**src/rtl/elementwise_wb_agen_if.sv**
```systemverilog
// Beat stream in from the ElementWise core and addressed beat stream out to the AXI write master.
interface elementwise_wb_agen_if #(
   parameter int unsigned DAT_W  = 256,
   parameter int unsigned ADDR_W = 32
);
   logic              s_valid;
   logic              s_ready;
   logic [DAT_W-1:0]  s_data;
   logic              m_valid;
   logic              m_ready;
   logic [ADDR_W-1:0] m_addr;
   logic [DAT_W-1:0]  m_data;
   logic              m_last;

   // master: the address generator; slave: the surrounding core and write master
   modport master (
      input  s_valid, s_data, m_ready,
      output s_ready, m_valid, m_addr, m_data, m_last
   );
   modport slave (
      output s_valid, s_data, m_ready,
      input  s_ready, m_valid, m_addr, m_data, m_last
   );
endinterface

```
**src/rtl/elementwise_wb_agen.sv**
```systemverilog
// ElementWise write-back: tags each result beat with its CHout_div_Tout/H/W feature-map address
// and holds it in a single output register for the AXI write master.
module elementwise_wb_agen #(
   parameter int unsigned DAT_W     = 256,
   parameter int unsigned ADDR_W    = 32,
   parameter int unsigned CNT_W     = 16,
   parameter int unsigned PIX_BYTES = 64
) (
   input  logic              clk,
   input  logic              rst,
   input  logic              start,
   input  logic [CNT_W-1:0]  cfg_hout,
   input  logic [CNT_W-1:0]  cfg_wout,
   input  logic [CNT_W-1:0]  cfg_ch_div_tout,
   input  logic [ADDR_W-1:0] cfg_base_addr,
   input  logic [ADDR_W-1:0] cfg_surface_stride,
   input  logic [ADDR_W-1:0] cfg_line_stride,
   output logic              busy,
   output logic              done,
   elementwise_wb_agen_if.master bus
);

   typedef enum logic [1:0] {IDLE, RUN, DONE} state_t;

   state_t            state;
   logic [CNT_W-1:0]  h_q, w_q, c_q;
   logic [ADDR_W-1:0] surf_stride_q, line_stride_q;
   logic [CNT_W-1:0]  w_cnt, h_cnt, c_cnt;
   logic [ADDR_W-1:0] surf_ptr, line_ptr, pix_ptr;
   logic              all_accepted;
   logic              valid_q, last_q;
   logic [ADDR_W-1:0] addr_q;
   logic [DAT_W-1:0]  data_q;

   logic acc, w_end, h_end, c_end, dims_ok;

   assign acc     = bus.s_valid && bus.s_ready;
   assign w_end   = (w_cnt == w_q - CNT_W'(1));
   assign h_end   = (h_cnt == h_q - CNT_W'(1));
   assign c_end   = (c_cnt == c_q - CNT_W'(1));
   assign dims_ok = (cfg_hout != '0) && (cfg_wout != '0) && (cfg_ch_div_tout != '0);

   assign busy        = (state != IDLE);
   assign done        = (state == DONE);
   assign bus.s_ready = (state == RUN) && !all_accepted && (!valid_q || bus.m_ready);
   assign bus.m_valid = valid_q;
   assign bus.m_addr  = addr_q;
   assign bus.m_data  = data_q;
   assign bus.m_last  = last_q;

   // Job control, loop counters and incremental pointers (no multipliers).
   always_ff @(posedge clk or posedge rst) begin
      if (rst) begin
         state         <= IDLE;
         h_q           <= '0;
         w_q           <= '0;
         c_q           <= '0;
         surf_stride_q <= '0;
         line_stride_q <= '0;
         w_cnt         <= '0;
         h_cnt         <= '0;
         c_cnt         <= '0;
         surf_ptr      <= '0;
         line_ptr      <= '0;
         pix_ptr       <= '0;
         all_accepted  <= 1'b0;
      end else begin
         case (state)
            IDLE: begin
               if (start) begin
                  h_q           <= cfg_hout;
                  w_q           <= cfg_wout;
                  c_q           <= cfg_ch_div_tout;
                  surf_stride_q <= cfg_surface_stride;
                  line_stride_q <= cfg_line_stride;
                  w_cnt         <= '0;
                  h_cnt         <= '0;
                  c_cnt         <= '0;
                  surf_ptr      <= cfg_base_addr;
                  line_ptr      <= cfg_base_addr;
                  pix_ptr       <= cfg_base_addr;
                  all_accepted  <= 1'b0;
                  state         <= dims_ok ? RUN : DONE;
               end
            end
            RUN: begin
               if (acc) begin
                  if (w_end && h_end && c_end) all_accepted <= 1'b1;
                  if (w_end) begin
                     w_cnt <= '0;
                     if (h_end) begin
                        h_cnt    <= '0;
                        c_cnt    <= c_cnt + CNT_W'(1);
                        surf_ptr <= surf_ptr + surf_stride_q;
                        line_ptr <= surf_ptr + surf_stride_q;
                        pix_ptr  <= surf_ptr + surf_stride_q;
                     end else begin
                        h_cnt    <= h_cnt + CNT_W'(1);
                        line_ptr <= line_ptr + line_stride_q;
                        pix_ptr  <= line_ptr + line_stride_q;
                     end
                  end else begin
                     w_cnt   <= w_cnt + CNT_W'(1);
                     pix_ptr <= pix_ptr + ADDR_W'(PIX_BYTES);
                  end
               end
               if (valid_q && bus.m_ready && last_q) state <= DONE;
            end
            DONE:    state <= IDLE;
            default: state <= IDLE;
         endcase
      end
   end

   // Output register: reload on accept (also covers same-cycle drain), else drain on m_ready.
   always_ff @(posedge clk or posedge rst) begin
      if (rst) begin
         valid_q <= 1'b0;
         last_q  <= 1'b0;
         addr_q  <= '0;
         data_q  <= '0;
      end else if (acc) begin
         valid_q <= 1'b1;
         last_q  <= w_end && h_end && c_end;
         addr_q  <= pix_ptr;
         data_q  <= bus.s_data;
      end else if (bus.m_ready) begin
         valid_q <= 1'b0;
         last_q  <= 1'b0;
      end
   end

endmodule

```
**src/flat_wrapper.sv**
```systemverilog
// flat-port wrapper written by rule: the top's interface ports become plain ports
module elementwise_wb_agen_flat 
#(
   parameter int unsigned DAT_W     = 256,
   parameter int unsigned ADDR_W    = 32,
   parameter int unsigned CNT_W     = 16,
   parameter int unsigned PIX_BYTES = 64
)
  (clk, rst, start, cfg_hout, cfg_wout, cfg_ch_div_tout, cfg_base_addr, cfg_surface_stride, cfg_line_stride, busy, done, bus_s_valid, bus_s_data, bus_m_ready, bus_s_ready, bus_m_valid, bus_m_addr, bus_m_data, bus_m_last);
  elementwise_wb_agen_if #(.DAT_W(DAT_W), .ADDR_W(ADDR_W)) bus_i ();
  input  logic clk;
  input  logic rst;
  input  logic start;
  input  logic [CNT_W-1:0] cfg_hout;
  input  logic [CNT_W-1:0] cfg_wout;
  input  logic [CNT_W-1:0] cfg_ch_div_tout;
  input  logic [ADDR_W-1:0] cfg_base_addr;
  input  logic [ADDR_W-1:0] cfg_surface_stride;
  input  logic [ADDR_W-1:0] cfg_line_stride;
  output logic busy;
  output logic done;
  input wire logic [$bits(bus_i.s_valid)-1:0] bus_s_valid;
  input wire logic [$bits(bus_i.s_data)-1:0] bus_s_data;
  input wire logic [$bits(bus_i.m_ready)-1:0] bus_m_ready;
  output wire logic [$bits(bus_i.s_ready)-1:0] bus_s_ready;
  output wire logic [$bits(bus_i.m_valid)-1:0] bus_m_valid;
  output wire logic [$bits(bus_i.m_addr)-1:0] bus_m_addr;
  output wire logic [$bits(bus_i.m_data)-1:0] bus_m_data;
  output wire logic [$bits(bus_i.m_last)-1:0] bus_m_last;
  assign bus_i.s_valid = bus_s_valid;
  assign bus_i.s_data = bus_s_data;
  assign bus_i.m_ready = bus_m_ready;
  assign bus_s_ready = bus_i.s_ready;
  assign bus_m_valid = bus_i.m_valid;
  assign bus_m_addr = bus_i.m_addr;
  assign bus_m_data = bus_i.m_data;
  assign bus_m_last = bus_i.m_last;
  elementwise_wb_agen #(.DAT_W(DAT_W), .ADDR_W(ADDR_W), .CNT_W(CNT_W), .PIX_BYTES(PIX_BYTES)) u_core (.clk(clk), .rst(rst), .start(start), .cfg_hout(cfg_hout), .cfg_wout(cfg_wout), .cfg_ch_div_tout(cfg_ch_div_tout), .cfg_base_addr(cfg_base_addr), .cfg_surface_stride(cfg_surface_stride), .cfg_line_stride(cfg_line_stride), .busy(busy), .done(done), .bus(bus_i));
endmodule
```
**config.mk**
```make
export PLATFORM = sky130hd
export DESIGN_NAME = elementwise_wb_agen_flat
export DESIGN_NICKNAME = d
export VERILOG_FILES = /design/src/rtl/elementwise_wb_agen_if.sv /design/src/rtl/elementwise_wb_agen.sv /design/src/flat_wrapper.sv
export SDC_FILE = /design/constraint.sdc
export NUM_CORES = 2
export LEC_CHECK = 0
export ABC_AREA = 1
export BUFFER_PORTS_ARGS = -buffer_cell sky130_fd_sc_hd__buf_2
export CAP_MARGIN = 10
export CORE_ASPECT_RATIO = 1.25
export CORE_MARGIN = 5
export CORE_UTILIZATION = 25
export DETAILED_ROUTE_END_ITERATION = 10
export SLEW_MARGIN = 20
export SYNTH_ARGS = -nofsm -noshare
export SYNTH_HDL_FRONTEND = slang
export SYNTH_SLANG_ARGS = --single-unit
export TNS_END_PERCENT = 10
```
**constraint.sdc**
```tcl
create_clock -name clk -period 23.2 [get_ports clk]
set_clock_uncertainty 0.05 [all_clocks]
set_input_delay 6.96 -clock clk [delete_from_list [all_inputs] [get_ports clk]]
set_output_delay 6.96 -clock clk [all_outputs]
set_load 0.01 [all_outputs]
```
# ---- Word level (Yosys, flattened, before mapping)
# Index checks and enable logic that the tools add are counted.
dict set report op_classes {
  reduce_logical 25
  n_addsub 9
  eq_ne 11
  mux 35
}
# operator n
set op_table {}
lappend op_table {{$mux 32} 9}
lappend op_table {{$pmux 32 s2} 3}
lappend op_table {{$mux 16} 9}
lappend op_table {{$pmux 16 s2} 3}
lappend op_table {{$add 32x32->32} 2}
lappend op_table {{$add 16x1->16 const B} 3}
lappend op_table {{$eq 16x16->1} 3}
lappend op_table {{$reduce_bool 16->1} 3}
lappend op_table {{$sub 16x1->16 const B} 3}
lappend op_table {{$add 32x7->32 const B} 1}
lappend op_table {{$logic_and 1x1->1} 9}
lappend op_table {{$reduce_and 4->1} 2}
lappend op_table {{$mux 1} 6}
lappend op_table {{$mux 2} 3}
lappend op_table {{$ne 2x1->1 const B} 3}
lappend op_table {{$ne 2x2->1 const B} 3}
lappend op_table {{$reduce_bool 2->1} 3}
lappend op_table {{$reduce_and 5->1} 1}
lappend op_table {{$pmux 2 s2} 1}
lappend op_table {{$reduce_and 2->1} 2}
lappend op_table {{$reduce_and 3->1} 1}
lappend op_table {{$eq 2x1->1 const B} 1}
lappend op_table {{$eq 2x2->1 const B} 1}
lappend op_table {{$logic_not 1->1} 2}
lappend op_table {{3 further kinds} 3}
dict set report word_totals {
  wordCells 97
  register_bits 549
  output_inout_bits 293
  inputBits 405
}

# ---- Logic depth before layout (Yosys ltp)
dict set report logic_depth {
  word_depth 7
  depth_mapped 19
  depth_no_buf 18
}

# ---- Least setup slack after synthesis
# No wires, ideal clock.
dict set report synth_timing {
  kind {input to output}
  startpoint {input bus_m_ready}
  endpoint {output bus_s_ready}
  stages 4
  path_slack_ps 8897
  required_time_ps 16190
  t_arrival_ps 7293
  path_buffers 0
  path_cell_list {inv_1 -> nand2_1 -> nand2_1 -> nor2_1}
}
dict set report synth_via {
  elab_chain_cells 2
}
# item line_no
set synth_lines {}
lappend synth_lines {{start: declaration} flat_wrapper.sv:24} ;# input wire logic [$bits(bus_i.m_ready)-1:0] bus_m_ready;
lappend synth_lines {{$logic_or 1x1->1} elementwise_wb_agen.sv:45} ;# assign bus.s_ready = (state == RUN) && !all_accepted && (!valid_q || bus.m_ready);
lappend synth_lines {{$logic_and 1x1->1} elementwise_wb_agen.sv:45}
lappend synth_lines {{end: declaration} flat_wrapper.sv:25} ;# output wire logic [$bits(bus_i.s_ready)-1:0] bus_s_ready;
# Every way passes these cells.

# ---- Final worst setup path
# Same ends and word-level chain as after synthesis.

==> summary.txt <==
Outcome
  – Status: finished clean

CTS
  – CTS Sinks: 549
  – Worst skew pair latency: 0.67 ns
  – TritonCTS buffer count: 66
  – Post-CTS setup buffers: 0
  – CTS resizes: 0
  – Clk Tree Root Cell: clkbuf_16
  – TritonCTS clock tree: done
  – Worst-path clk slew: 0.06 ns
  – CTS Buffer Depth: 3
  – H-Tree Depth: 3
  – CTS Hold Buffers Added: 0

Drt
  – Drt wl/cell: 21.4 um
  – Residual DRC: 0
  – Initial DRC Count: 2018
  – Via count: 28900
  – DRT Wirelength: 136000 um
  – Vias/cell: 4.57
  – Drt pass-1 iters: 5
  – Post-route ant nets: 0

STA
  – Worst-Margin Slew: 1.06 ns
  – Final Hold Viols: 0
  – TNS Setup: 0 ns
  – Final period demand of the worst path: 14.55 ns
  – RSZ-0062 raised after global routing: false
  – Final Max Tran Viols: 0
  – Worst rel slew slack: 0.293
  – Peak Freq: 68.7 MHz
  – Final clock period utilization by the worst path: 0.627
  – Setup-failing EPs final: 0
  – Hold WS: 0.424 ns

Floorplan
  – Die Ht: 393 um
  – Row count: 140
  – Chip width: 316 um
  – Die area: 124000 um^2
  – Core area: 116000 um^2
  – IO Pins: 698
  – Initial Util: 0.252

Placement
  – DP Area: 34400 um^2
  – RePlAce Congestion: 0.970
  – Placed Cells: 6188
  – Detail Placement HPWL: 107000 um
  – # port buffers: 697

Yosys
  – Synth top area share: 0.468
  – Ys flop type: dfrtp_1
  – Syn_nets: 4519
  – Mapped cell area: 29300 um^2
  – FF+latch count, synth: 549
  – Yosys warns: 0
  – Avg Cell Area, Syn: 7.26 um^2
  – Leading area contributor after synthesis: dfrtp_1
  – EDFF count, synth: 0
  – Sequential share of the synthesized area: 0.468
  – Mapped Cells: 4043
  – Unique masters post-synth: 44
  – Async set or reset register ratio after synthesis: 1.00
  – Top cells by area, synth: dfrtp_1 47%, nand2_1 24%, nor2_1 4.2%, inv_1 3.7%, nand3_1 3.5%

Global route
  – GRT Util Overall: 0.211
  – Global-route wire length before repair: 193000 um
  – Gr ovfl total: 0
  – Largest net degree at the start of global routing: 159
  – Number of global-route vias before repair: 28900
  – Initial antenna violation count: 51

Run
  – Max Cap Viol: 0

Final layout
  – Flip-flop and latch area: 13700 um^2
  – Share of layout cells above drive strength 1: 0.184
  – Final instance area: 36800 um^2
  – Multi-input gate area: 13900 um^2
  – Commonest non-fill, non-tap cell in the layout: nand2_1
  – Most frequent cells in the layout: 1842 x nand2_1, 697 x buf_2, 549 x dfrtp_1
  – Area growth syn-to-layout: 25.3%
  – Nets: 5170
  – Layout fillers: 12700
  – Fin cells: 6332

Setup path
  – R2r startpoint: u_core.w_q[0]
  – CP max stage cell: nand2_1
  – CP Data Arrival Time: 7.54 ns
  – R2r endpoint: u_core.surf_ptr[22]
  – CP required: 16.19 ns
  – R2R setup slack: 19.30 ns
  – Critical Path Fanout Max: 3
  – Max incr delay on CP: 0.14 ns
  – CP Cell Sequence: buf_2 > inv_1 > nand2_1 > nand2_1 > nor2_1 > buf_2
  – Critical path class: input port to output port
  – R2R depth: 14
  – Critical path launch point type: input port
  – Crit path capture type: output port

Min path
  – Min-delay src: u_core.bus.m_addr[7]
  – Worst min-delay path class: register to register
  – Worst hold path depth: 2
  – Hold Path End: u_core.bus.m_addr[7]

Power and ir drop
  – Sequential Power Share: 0.299
  – Peak VDD IR: 0.0724 mV
  – Sw Ratio: 0.493
  – Pwr Density: 162 nW/um^2
  – Combinational share of power: 0.513
  – Lkg Pwr: 0.0198 uW
  – P_int: 3010 uW
  – Clock network fraction of design power: 0.188
  – Switching power: 2930 uW
## registers in the layout (all words and copies together) (netlist names), 2 cells and up
register / cells
u_core.bus.m_data: 256
u_core.bus.m_addr: 32
u_core.line_ptr: 32
u_core.line_stride_q: 32
u_core.pix_ptr: 32
u_core.surf_ptr: 32
u_core.surf_stride_q: 32
u_core.c_cnt: 16
u_core.c_q: 16
u_core.h_cnt: 16
u_core.h_q: 16
u_core.w_cnt: 16
u_core.w_q: 16
u_core.state: 2
## power by group through the flow
stage,Clock [uW],Combinational [uW],Sequential [uW]
after global routing,1180,3390,1830
after global placement,0,3020,1780
after detailed placement,0,3040,1780
final,1120,3040,1780
after floorplan,0,1820,1770
after CTS,1150,3060,1780
## cell usage after synthesis (23+ instances only)
library cell / instances
xor2_1: 90
clkbuf_1: 104
nand2_1: 1844
nor3_1: 46
nor2_1: 330
ha_1: 69
inv_1: 293
nand4_1: 49
a21oi_1: 118
o21ai_0: 149
xnor2_1: 28
nand3_1: 204
o21ai_1: 23
dfrtp_1: 549
## area by class of cell
type | instances | share of cell area
Clock inverter | 34 | 0.0113
Inverter | 303 | 0.0314
Multi-Input combinational cell | 3057 | 0.378
Sequential cell | 549 | 0.374
Timing Repair Buffer | 717 | 0.0994
Tap cell | 1562 | 0.0532
Clock buffer | 87 | 0.0510
Antenna cell | 23 | 0.00157
## per-layer routing
metal | global-route usage | vias up | share of wire | wire length, um
met1 | 0.216 | 13700 | 0.35 | 47300
met5 | 0 | - | 0.00085 | 115
met3 | 0.0659 | 235 | 0.080 | 10900
met4 | 0.0938 | 18 | 0.048 | 6570
met2 | 0.392 | 931 | 0.52 | 70900
li1 | - | 14000 | - | -
## through the flow
step / total power (uW) / utilization / setup WS (ns)
floorplan: 3590 / - / 0.841
global placement: 4810 / 0.295 / 8.59
detailed placement: 4820 / 0.295 / 8.66
CTS: 5990 / 0.315 / 8.64
global route: 6400 / 0.315 / 8.55
finish: 5940 / 0.316 / 8.65
## worst max-delay path, delay by kind of cell
kind | cells | cell delay [ns]
buffers and inverters | 3 | 0.28
and+or+nand+nor | 3 | 0.31
## worst max-delay path by stage
stage	startpoint	to	slack, ns	cells after the start
finish	bus_m_ready	bus_s_ready	8.65	6
global placement	bus_m_ready	bus_s_ready	8.59	6
floorplan	rst	u_core.all_accepted	0.84	1
detailed placement	bus_m_ready	bus_s_ready	8.66	6
CTS	bus_m_ready	bus_s_ready	8.64	6
global route	bus_m_ready	bus_s_ready	8.55	6
## cell families (layout without fill, tap and decap cells)
logic type | Yosys count | in the layout | synth area share
other | 0 | 23 | 0
adders and majority gates | 71 | 71 | 0.0308
buffers and inverters | 437 | 1141 | 0.0583
xor gates and xnor gates | 118 | 118 | 0.0352
DFF | 549 | 549 | 0.468
and+or+nand+nor | 2548 | 2548 | 0.350
AOI/OAI and AO/OA | 320 | 320 | 0.0571
Power figures use the tool's default switching activity.
